===== config.mk =====
export PLATFORM = sky130hd
export DESIGN_NAME = ahb_arb_swc
export DESIGN_NICKNAME = d
export VERILOG_FILES = /design/src/rtl/ahb_arb_swc.sv
export SDC_FILE = /design/constraint.sdc
export NUM_CORES = 1
export LEC_CHECK = 0
export ABC_AREA = 1
export CORE_AREA = 2 2 112 114
export DETAILED_ROUTE_END_ITERATION = 8
export DIE_AREA = 0 0 114 116
export PLACE_DENSITY = 0.75
export SYNTH_ARGS = -nofsm -noshare
export SYNTH_HDL_FRONTEND = slang
export SYNTH_SLANG_ARGS = --single-unit
export TNS_END_PERCENT = 20

===== constraint.sdc =====
create_clock -name hclk -period 2 [get_ports hclk]
set_clock_uncertainty 0.15 [all_clocks]
set_input_delay 0.5 -clock hclk [delete_from_list [all_inputs] [get_ports hclk]]
set_output_delay 0.5 -clock hclk [all_outputs]
set_load 0.005 [all_outputs]

===== src/rtl/ahb_arb_swc.sv =====
// N-channel AHB-Lite arbiter for the single-wait-cycle core: merges IFU, MAU and optional
// channels onto one TCM port with registered grant, locked sequences and data-phase routing.
module ahb_arb_swc #(
   parameter int unsigned N_MST    = 2,
   parameter int unsigned AW       = 32,
   parameter int unsigned DW       = 32,
   parameter int unsigned ARB_MODE = 0
) (
   input  logic                hclk,
   input  logic                hrstn,
   input  logic [N_MST-1:0]    m_req,
   input  logic [N_MST*AW-1:0] m_addr,
   input  logic [N_MST-1:0]    m_write,
   input  logic [N_MST*3-1:0]  m_size,
   input  logic [N_MST*DW-1:0] m_wdata,
   input  logic [N_MST-1:0]    m_lock,
   output logic [N_MST-1:0]    m_ack,
   output logic [N_MST-1:0]    m_rvalid,
   output logic [DW-1:0]       m_rdata,
   output logic [N_MST-1:0]    m_err,
   output logic [AW-1:0]       haddr,
   output logic                hwrite,
   output logic [2:0]          hsize,
   output logic [1:0]          htrans,
   output logic                hmastlock,
   output logic [DW-1:0]       hwdata,
   input  logic                hready,
   input  logic                hresp,
   input  logic [DW-1:0]       hrdata
);

   localparam int unsigned IW = (N_MST > 1) ? $clog2(N_MST) : 1;

   logic          gnt_valid;
   logic [IW-1:0] gnt_idx;
   logic [IW-1:0] rr_ptr;
   logic          d_valid;
   logic [IW-1:0] d_idx;
   logic [DW-1:0] wbuf;
   logic          err_hold;

   logic [AW-1:0] sel_addr;
   logic          sel_write;
   logic [2:0]    sel_size;
   logic [DW-1:0] sel_wdata;
   logic          sel_lock;
   logic          sel_req;
   logic          err_block;
   logic          issue;
   logic          accept;
   logic [IW-1:0] rr_next;
   logic [IW-1:0] arb_idx;
   logic          arb_found;

   always_comb begin
      sel_addr  = '0;
      sel_write = 1'b0;
      sel_size  = 3'b000;
      sel_wdata = '0;
      sel_lock  = 1'b0;
      sel_req   = 1'b0;
      for (int unsigned i = 0; i < N_MST; i++) begin
         if (gnt_idx == IW'(i)) begin
            sel_addr  = m_addr[i*AW +: AW];
            sel_write = m_write[i];
            sel_size  = m_size[i*3 +: 3];
            sel_wdata = m_wdata[i*DW +: DW];
            sel_lock  = m_lock[i];
            sel_req   = m_req[i];
         end
      end
   end

   // An error's first cycle must already suppress the next address phase.
   assign err_block = err_hold | (d_valid & hresp & ~hready);
   assign issue     = gnt_valid & sel_req & ~err_block;
   assign accept    = issue & hready;

   assign htrans    = issue ? 2'b10 : 2'b00;
   assign haddr     = gnt_valid ? sel_addr : '0;
   assign hwrite    = gnt_valid & sel_write;
   assign hsize     = gnt_valid ? sel_size : 3'b000;
   assign hmastlock = gnt_valid & sel_lock;
   assign hwdata    = wbuf;
   assign m_rdata   = hrdata;

   always_comb begin
      m_ack    = '0;
      m_rvalid = '0;
      for (int unsigned i = 0; i < N_MST; i++) begin
         m_ack[i]    = accept & (gnt_idx == IW'(i));
         m_rvalid[i] = d_valid & hready & (d_idx == IW'(i));
      end
      m_err = m_rvalid & {N_MST{hresp}};
   end

   always_comb begin
      rr_next = rr_ptr;
      if (accept) begin
         rr_next = (gnt_idx == IW'(N_MST - 1)) ? '0 : gnt_idx + IW'(1);
      end
   end

   // Round-robin search starts from the pointer as it will be after this edge.
   always_comb begin
      arb_idx   = gnt_idx;
      arb_found = 1'b0;
      for (int unsigned k = 0; k < N_MST; k++) begin
         int unsigned j;
         j = k;
         if (ARB_MODE == 1) begin
            j = 32'(rr_next) + k;
            if (j >= N_MST) begin
               j = j - N_MST;
            end
         end
         if (!arb_found && m_req[IW'(j)]) begin
            arb_found = 1'b1;
            arb_idx   = IW'(j);
         end
      end
   end

   always_ff @(posedge hclk or negedge hrstn) begin
      if (!hrstn) begin
         gnt_valid <= 1'b0;
         gnt_idx   <= '0;
         rr_ptr    <= '0;
         d_valid   <= 1'b0;
         d_idx     <= '0;
         wbuf      <= '0;
         err_hold  <= 1'b0;
      end else if (hready) begin
         d_valid  <= accept;
         rr_ptr   <= rr_next;
         err_hold <= 1'b0;
         if (accept) begin
            d_idx <= gnt_idx;
            wbuf  <= sel_wdata;
         end
         if (!err_hold && !(gnt_valid && sel_lock && sel_req)) begin
            gnt_valid <= |m_req;
            if (|m_req) begin
               gnt_idx <= arb_idx;
            end
         end
      end else if (d_valid && hresp) begin
         err_hold <= 1'b1;
      end
   end

endmodule


==> metrics.txt, run 1 <==
Core Rows=40; num ports=around 290; # port buffers=~220; die span in x=114 µm; antenna violations before repair=0; Max-Cap Viols=0; Skew-Pair Late Insertion Delay=0.27 ns; Synth Register Bits=37; Seq/Total Area, Yosys=between 30% and 40%; highest routed layer=met4; startpoint types=flop; Post-DRT Antenna Nets=0; WP buf/inv=4; Core ar.=0.01191 mm²; pin count of the biggest net entering global routing=36; Crit path largest cell delay=about 0.42 ns; critical path required time=around 1.4 ns; total clock sinks=37; PwrDens=about 890 mW/mm²; maximum vdd drop=0.3905 mV; R2R Setup Slk=-0.11 ns; Synth Net Count=615; CTS Root Cell=clkbuf_16; vias=~3400; met2 WL=between 5000 and 6000 µm; Flop pwr share=27.1%; clock share of power=15.9%; slowest stage cell on the critical path=dfrtp_2; drt pass-1 iters=6; fin worst setup slack=-0.1723 ns; reg2reg end=hwdata[22]; post-DR wirelength/cell=between 10 and 15 µm; Highest Clock Rate=~460 MHz; CP delay by family, top=buffers and inverters; Die Ht=116 µm; combinational share of power=a little under three fifths; DRC Markers=0; cells on worst reg2reg path=11; Slew Limit Fails=0; Iteration-0 DRC Markers=139; CTS H-tree lvls=2; # fillers=~1200; switch share=a little over a third; Syn. warnings=0; Worst setup EP type=output pin; DP HPWL=between 7000 and 8000 µm; Clock Tree Buf Depth=2; die area=0.01322 mm²; clock slew seen by the registers of the worst setup and hold paths=roughly 0.06 ns; Detailed Route WL=roughly 11000 µm; Netlist cell types=21; total grt overflow=0; first-pass GRT wire length=about 17000 µm; Cell Area, Synth=0.002683 mm²; Final Setup Violations=60; FF+latch area=approximately 900 µm²; Area growth syn-to-layout=98.55%; routed wl met3=899 µm; top fanout value on the critical path=11; Final Power=about 0.0048 W; Tot GR Track Use=around 16%; Pint=slightly above 0.003 W; Initial Util=22.52%; RePlAce Congestion=between 0.7 and 0.8; nets=820; number of global-route vias before repair=3245; antenna fix cells=0; Crit Path Category=flop to output pin; Syn Area/Cell=6.111 µm²; Via density=between 4 and 5; failing checks=negative setup slack; RSZ-0062 raised after global routing=yes; worst path cell trace=buf_4 > buf_12 > nand2_2 > nand2_4 > buf_6 > nand3_4 > nor2_2 > buf_2; r2r startpoint=gnt_idx; multi-input combinational cell area=0.001506 mm²; HP Class=primary input to asynchronous set/reset pin; met1 wire length=~4300 µm; Tcrit/Tclk final=108.6%; pre-CTS setup slack=-0.6609 ns; TritonCTS clock tree=done; cell count after synthesis=439; Hold Slack=0.003277 ns; switching pwr=roughly 0.0017 W; Lkg Pwr=~2.6 nW; layout cell share with drive strength beyond 1=between 10% and 20%; cts bufs inserted=5; outcome=finished with violations; Worst Path Arrival=approximately 1.5 ns; Hold Fails Final Rpt=0; Final min period=around 2.2 ns
## flip-flops by register name, summed over array words and instances (netlist names)
| name | flops |
|---|---|
| d_idx | 1 |
| d_valid | 1 |
| err_hold | 1 |
| gnt_idx | 1 |
| gnt_valid | 1 |
| hwdata | 32 |
## metal layers
metal,track usage [%],up-vias
met3,4.498,22
li1,-,1716
met5,0,-
met4,4.797,0
met2,29.01,136
met1,18.11,1492
## placed cells by master, fill, tap and decap left out, types with 2 or more instances in the layout
| master | Yosys | final |
|---|---|---|
| nor2_1 | 78 | 61 |
| o21ai_1 | 0 | 14 |
| clkbuf_2 | 0 | 6 |
| clkdlybuf4s50_1 | 0 | 170 |
| nor2_4 | 0 | 6 |
| o21ai_2 | 0 | 16 |
| buf_2 | 7 | 19 |
| o21ai_0 | 37 | 6 |
| dlygate4sd2_1 | 0 | 21 |
| buf_6 | 3 | 7 |
| clkinv_4 | 0 | 2 |
| nand2_4 | 0 | 3 |
| a21oi_1 | 2 | 2 |
| inv_1 | 8 | 7 |
| buf_16 | 0 | 3 |
| buf_4 | 35 | 19 |
| clkbuf_16 | 0 | 6 |
| buf_12 | 0 | 7 |
| nand2_1 | 203 | 200 |
| dfrtp_1 | 37 | 36 |
| nand3_1 | 3 | 3 |
| clkdlybuf4s15_1 | 0 | 2 |
| nor2_2 | 1 | 12 |
| nor3_1 | 2 | 2 |
## power groups by stage
stage | Combinational [W] | Clock [W] | Sequential [W]
2_1_floorplan | 0.000909 | 0 | 0.00131
3_3_place_gp | 0.00249 | 0 | 0.00128
3_5_place_dp | 0.00251 | 0 | 0.00129
4_1_cts | 0.00270 | 0.000806 | 0.00129
5_1_grt | 0.00298 | 0.000837 | 0.00134
6_report | 0.00272 | 0.000756 | 0.00129
## kinds of logic after synthesis
family | Yosys count | synth area share, %
AO/OA/AOI/OAI | 39 | 7.276
AND/OR/NAND/NOR | 293 | 42.30
buffers and inverters | 69 | 15.76
other | 1 | 0.1398
flip-flops | 37 | 34.51
## metrics by stage
| step | instances | instance area [µm²] | setup TNS, ns | utilization (%) |
|---|---|---|---|---|
| 6_report | 791 | 5326 | -5.745 | 44.72 |
| 5_1_grt | 791 | 5326 | -9.896 | 44.72 |
| 4_1_cts | 789 | 5261 | -6.906 | 44.17 |
| 3_5_place_dp | 764 | 4881 | -27.79 | 40.98 |
| 3_3_place_gp | 764 | 4881 | -26.98 | 40.98 |
| 2_1_floorplan | 439 | 2683 | 0 | - |
## cell type report
type | instances | share of cell area, %
inverter | 10 | 0.8222
multi-input combinational | 333 | 28.28
tap | 147 | 3.453
clock inverter | 1 | 0.1644
sequential | 37 | 17.41
clock buffer | 6 | 2.420
timing repair buffer | 257 | 47.45
## synth_stat cells (all sizes together)
| master | n | share of area, % |
|---|---|---|
| a21oi | 2 | 0.37 |
| buf | 45 | 12 |
| clkbuf | 14 | 2.0 |
| clkinv | 1 | 0.19 |
| conb | 1 | 0.14 |
| dfrtp | 37 | 35 |
| inv | 9 | 1.3 |
| nand2 | 204 | 29 |
| nand3 | 4 | 1.2 |
| nand4 | 1 | 0.23 |
| nor2 | 79 | 11 |
| nor3 | 2 | 0.37 |
| nor4 | 2 | 0.47 |
| o21ai | 37 | 6.9 |
| or2 | 1 | 0.23 |
## how the worst max path moves through the flow
stage | startpoint | to | slack (ns) | cells after the start
3_3_place_gp | hready | m_ack[0] | -0.63 | 6
2_1_floorplan | hready | m_ack[1] | 0.17 | 5
5_1_grt | gnt_idx | m_ack[0] | -0.24 | 9
6_report | gnt_idx | m_ack[1] | -0.17 | 8
4_1_cts | gnt_idx | hsize[2] | -0.20 | 5
3_5_place_dp | hready | m_ack[0] | -0.66 | 6
## timing repair
item                                    CTS  global route
endpoints found under the setup margin   76            69
gates cloned                              4             1
pin swaps                                15            11
hold buffers                              0             0
hold endpoints to repair                  0             0
gates resized for setup                 164            48
buffers inserted                         14             2
Power figures use the tool's default switching activity.
==> inputs of run 2 (changes only) <==
--- a/config.mk
+++ b/config.mk
@@ -11,4 +11,5 @@
 export DIE_AREA = 0 0 114 116
 export PLACE_DENSITY = 0.75
+export RECOVER_POWER = 100
 export SYNTH_ARGS = -nofsm -noshare
 export SYNTH_HDL_FRONTEND = slang
==> constraint.sdc (replaced) <==
create_clock -name hclk -period 2 [get_ports hclk]
set_clock_uncertainty 0.15 [all_clocks]
set_input_delay 0.5 -clock hclk [delete_from_list [all_inputs] [get_ports hclk]]
set_output_delay 0.5 -clock hclk [all_outputs]
set_load 0.02 [all_outputs]
==> run 2 against run 1 <==
The run still ends with negative setup slack left. Worst hold slack improved by 0.23 ns. Die area unchanged. Via count decreased by 1.8%. Sequential power about the same. Sequential share of layout area increased by 0.95 points. Routed wire length decreased by 10%. First-iteration DRC count decreased by 7.2%. Critical path depth decreased by 2. Count of clock-buffer cells in the layout increased by 1. Critical path type unchanged. Critical endpoint is now m_ack[0]. Largest power group unchanged.
==> metrics.txt, run 2 (synthesis gave the netlist of run 1 again) <==
CP delay by family, top=flip-flops; antenna fix cells=0 (unchanged); CTS H-tree lvls=2 (unchanged); fin worst setup slack=-0.01453 ns (+0.1578 ns); Slew Limit Fails=0 (unchanged); Highest Clock Rate=496.4 MHz (+7.8%); Skew-Pair Late Insertion Delay=0.27 ns (about the same); TritonCTS clock tree=done; Final Setup Violations=1 (-98%); clock slew seen by the registers of the worst setup and hold paths=0.06 ns (about the same); post-DR wirelength/cell=12.47 µm (-9.7%); Non-Filler Instances=788 (-0.38%); Placed Area=0.004903 mm² (+0.46%); nets=816 (-0.49%); setup TNS=-0.01453 ns (+5.731 ns); failing checks=negative setup slack; r2r startpoint=gnt_idx; Worst setup EP type=output pin; Hold Fails Final Rpt=0 (unchanged); DP HPWL=7517 µm (-1.7%); Tcrit/Tclk final=100.7% (-7.9 points); total grt overflow=0 (unchanged); Detailed Route WL=9825 µm (-10%); clock share of power=17.6% (+1.7 points); slowest stage cell on the critical path=dfrtp_2; Die Ht=116 µm (unchanged); die area=0.01322 mm² (unchanged); most frequent cells in the layout=202 x nand2_1, 168 x clkdlybuf4s50_1, 72 x nor2_1, 51 x buf_4, 36 x dfrtp_1; Slew HR=30.69%; RSZ-0062 raised after global routing=yes; num ports=285 (unchanged); Area growth syn-to-layout=88.29%; antenna violations before repair=0 (unchanged); first-pass GRT wire length=15130 µm (-9.2%); outcome=finished with violations; Core ar.=0.01191 mm² (unchanged); Clock Tree Buf Depth=2 (unchanged); Lkg Pwr=2.520 nW (-4.1%); die span in x=114 µm (unchanged); layout cell share with drive strength beyond 1=15.76% (-2.1 points); Tot GR Track Use=14.23% (-1.7 points); pin count of the biggest net entering global routing=36 (unchanged); RePlAce Congestion=0.7588 (about the same); Cells after DPL=770 (+0.79%); drt pass-1 iters=4 (-2); combinational share of power=57.9% (+0.8 points); number of global-route vias before repair=3136 (-3.4%); total clock sinks=37 (unchanged); reg2reg end=hwdata[18]; PwrDens=1040 mW/mm² (+16%); critical path required time=1.35 ns (about the same); Crit path largest cell delay=0.45 ns (+0.03 ns); Flop pwr share=24.5% (-2.6 points); top fanout value on the critical path=4 (-7); switching pwr=0.002117 W (+27%); worst path cell trace=inv_4 > nand2_1 > nand2_2 > nand3_4 > nor2_4 > buf_6; startpoint types=flop; DRC Markers=0 (unchanged); pre-CTS setup slack=-0.7287 ns (-0.06775 ns); Worst Path Arrival=1.36 ns (-0.16 ns); max FFs per register=32 (unchanged); Core Rows=40 (unchanged); vias=3307 (-1.8%); switch share=40.31% (+5.4 points); Post-DRT Antenna Nets=0 (unchanged); cells on worst reg2reg path=9 (-2); R2R Setup Slk=0.03 ns (+0.14 ns); HP Class=primary input to asynchronous set/reset pin; # port buffers=219 (unchanged); Iteration-0 DRC Markers=129 (-7.2%); Final min period=2.015 ns (-0.1578 ns); commonest non-fill, non-tap cell in the layout=nand2_1; cts bufs inserted=5 (unchanged); CTS Root Cell=clkbuf_16; Crit Path Category=flop to output pin; WP buf/inv=2 (-2); Max-Cap Viols=0 (unchanged); Initial Util=22.52% (unchanged); Pint=0.003135 W (+1.2%); final instance area=0.005051 mm² (-5.2%); Final Util=42.41% (-2.3 points); Worst Max-Slew Pin Slew=between 1 and 1.5 ns; maximum vdd drop=0.4875 mV (+25%); Via density=4.197 (-1.4%)
[run 2: metrics by stage]
| step | total power [W] | hold slack [ns] |
|---|---|---|
| after floorplan | 0.002843 | 0.05441 |
| after global placement | 0.004352 | 0.3107 |
| after detailed placement | 0.004366 | 0.3145 |
| after CTS | 0.005241 | 0.02694 |
| after global routing | 0.005620 | 0.3217 |
| final | 0.005252 | 0.2350 |
[run 2: timing repair]
| item | 4_1_cts | 5_1_grt |
|---|---|---|
| setup buffers | 6 | 3 |
| hold buffers | 0 | 0 |
| pin swaps | 4 | 2 |
| gates cloned | 0 | 1 |
| setup endpoints to repair | 74 | 73 |
| resized for setup | 199 | 42 |
[run 2: final cells by class]
type                            instances  area, µm²
Tap cell                              147      183.9
Timing Repair Buffer                  253       2360
Clock buffer                            7      142.6
Clock inverter                          1      30.03
Sequential cell                        37      927.1
Fill cell                            1242       6860
Inverter                               10      41.29
Multi-Input combinational cell        333       1366
[run 2: layer usage]
layer | track usage [%] | share of wire [%] | vias up
met5 | 0 | 0 | -
met4 | 6.667 | 3.8 | 0
met3 | 5.387 | 11 | 39
met2 | 23.81 | 45 | 157
met1 | 16.12 | 41 | 1407
li1 | - | - | 1704
[run 2: power by group through the flow]
stage	Clock (W)	Sequential [W]	Combinational, W
6_report	0.000924	0.00129	0.00304
5_1_grt	0.000991	0.00134	0.00329
4_1_cts	0.000961	0.00129	0.00299
3_5_place_dp	0	0.00128	0.00309
3_3_place_gp	0	0.00128	0.00307
2_1_floorplan	0	0.00168	0.00117
[run 2: worst max-delay path by stage]
stage               startpoint         end  slack, ns  depth (start not counted)
finish                 gnt_idx    m_ack[0]      -0.01                          6
global route           gnt_idx  hwdata[21]      -0.12                          9
CTS                    gnt_idx      hwrite      -0.06                          5
detailed placement      hready    m_ack[0]      -0.73                          6
global placement        hready    m_err[0]      -0.71                          5
floorplan               hready    m_err[1]       0.06                          2
==> inputs of run 3 (changes only) <==
- CTS_BUF_LIST: default -> sky130_fd_sc_hd__clkbuf_16
==> run 3 against run 2 <==
The run still ends with negative setup slack left. Fmax is essentially flat. Clock power decreased by 4.7%. Sequential share of layout area is essentially flat. Final cell count unchanged. Power down 0.83%. Sequential power is essentially flat. Global-route usage hardly changed. Via count unchanged. Design area decreased by 0.20%. Combinational power barely moved. Worst hold slack hardly changed. Flip-flop and latch count unchanged. Largest power group unchanged.
==> metrics.txt, run 3 (synthesis gave the netlist of run 1 again) <==
commonest non-fill, non-tap cell in the layout=nand2_1; drt pass-1 iters=4 (unchanged); outcome=finished with violations; Skew-Pair Late Insertion Delay=0.27 ns (about the same); RePlAce Congestion=0.7588 (unchanged); Hold Fails Final Rpt=0 (unchanged); Die Ht=116 µm (unchanged); maximum vdd drop=0.4874 mV (about the same); Via density=4.197 (unchanged); Slew HR=30.70% (about the same); Slew Limit Fails=0 (unchanged); number of hold buffers added after CTS=0 (unchanged); Core Rows=40 (unchanged); Area growth syn-to-layout=87.92%; pin count of the biggest net entering global routing=36 (unchanged); cts bufs inserted=5 (unchanged); setup TNS=-0.01451 ns (+0.00001660 ns); RSZ-0062 raised after global routing=yes; total clock sinks=37 (unchanged); first-pass GRT wire length=15150 µm (about the same); Worst setup EP type=output pin; most frequent cells in the layout=202 x nand2_1, 168 x clkdlybuf4s50_1, 72 x nor2_1, 51 x buf_4, 36 x dfrtp_1; fin worst setup slack=-0.01451 ns (+0.00001660 ns); Tcrit/Tclk final=100.7% (about the same); PwrDens=1033 mW/mm² (-0.64%); Iteration-0 DRC Markers=122 (-5.4%); multi-input combinational cell area=0.001366 mm² (unchanged); Placed Area=0.004903 mm² (unchanged); vias=3307 (unchanged); Worst Max-Slew Pin Slew=1.039 ns (-0.0001266 ns); # fillers=1243 (+0.081%); gr busiest metal=met2; GR Util met2=23.93% (+0.12 points); Max-Cap Viols=0 (unchanged); Final Setup Violations=1 (unchanged); die span in x=114 µm (unchanged); Post-DRT Antenna Nets=0 (unchanged); Detailed Route WL=9827 µm (about the same); Lkg Pwr=2.518 nW (about the same); TritonCTS clock tree=done; FF+latch area=927.1 µm² (unchanged); critical path required time=1.35 ns (about the same); layout cell share with drive strength beyond 1=15.60% (-0.16 points); Worst Path Arrival=1.36 ns (about the same); GR Util met3=5.387% (unchanged); Clock Tree Buf Depth=2 (unchanged); CTS Root Cell=clkbuf_16; Tot GR Track Use=14.25% (+0.022 points); total grt overflow=0 (unchanged); Crit Path Category=flop to output pin; nets=816 (unchanged); antenna fix cells=0 (unchanged); antenna violations before repair=0 (unchanged); HP Class=primary input to asynchronous set/reset pin; number of global-route vias before repair=3135 (-0.032%); Highest Clock Rate=496.4 MHz (about the same); clock slew seen by the registers of the worst setup and hold paths=0.06 ns (about the same); failing checks=negative setup slack; max FFs per register=32 (unchanged); startpoint types=flop; num ports=285 (unchanged); Core ar.=0.01191 mm² (unchanged); CTS H-tree lvls=2 (unchanged); post-DR wirelength/cell=12.47 µm (about the same); DRC Markers=0 (unchanged); # port buffers=219 (unchanged); pre-CTS setup slack=-0.7287 ns (unchanged); die area=0.01322 mm² (unchanged); M1 GR Usage=16.08% (-0.032 points); DP HPWL=7517 µm (unchanged); final instance area=0.005041 mm² (-0.20%); Final min period=2.015 ns (-0.00001660 ns); Initial Util=22.52% (unchanged); top fanout value on the critical path=4 (unchanged)
run 3: routing by layer:
metal  wire length [µm]  part of all wire [%]
met5                  0                     0
met4                372                   3.8
met3               1043                    11
met2               4438                    45
met1               3973                    40
run 3: per-stage QoR:
stage	utilization (%)	total power (W)	std cells	hold WS, ns
finish	42.32	0.005208	788	0.2349
global route	42.32	0.005577	788	0.3227
CTS	41.88	0.005196	784	0.02694
detailed placement	41.17	0.004366	770	0.3145
global placement	41.17	0.004352	770	0.3107
floorplan	-	0.002843	439	0.05441
run 3: final cells by class:
cell class              count  area share [%]
flip-flops and latches     37           18.39
multi-input cells         333           27.10
inverters                  10          0.8191
well taps                 147           3.649
clock inverters             3          0.7446
clock buffers               5           2.482
repair buffers            253           46.81
run 3: path summary, 6_finish.rpt:
path                             from    endpoint  slack, ns  cells past startpoint
max                           gnt_idx    m_ack[0]      -0.01                      6
min                             hrstn   hwdata[8]       0.23                      1
max reg2reg                   gnt_idx  hwdata[18]       0.03                      9
min reg2reg                hwdata[15]  hwdata[15]       0.33                      2
max in group asynchronous       hrstn     gnt_idx       0.38                      2
min in group hclk          hwdata[15]  hwdata[15]       0.33                      2
run 3: power breakdown:
group          switching, W  internal (W)  leakage, nW
logic               0.00162       0.00142         1.97
clock network      0.000301      0.000579       0.0826
registers          0.000197       0.00109        0.463
total               0.00212       0.00309         2.52
run 3: worst max-delay path, stage by stage (launching register included):
cell     delay (ns)
dfrtp_2        0.45
inv_4          0.12
nand2_1        0.07
nand2_2        0.11
nand3_4        0.10
nor2_4         0.13
buf_6          0.12
run 3: timing repair:
| action | CTS | global route |
|---|---|---|
| pin swaps | 4 | 2 |
| resized for setup | 199 | 42 |
| setup buffers | 6 | 3 |
| gates cloned | 0 | 1 |
| endpoints found under the setup margin | 74 | 73 |
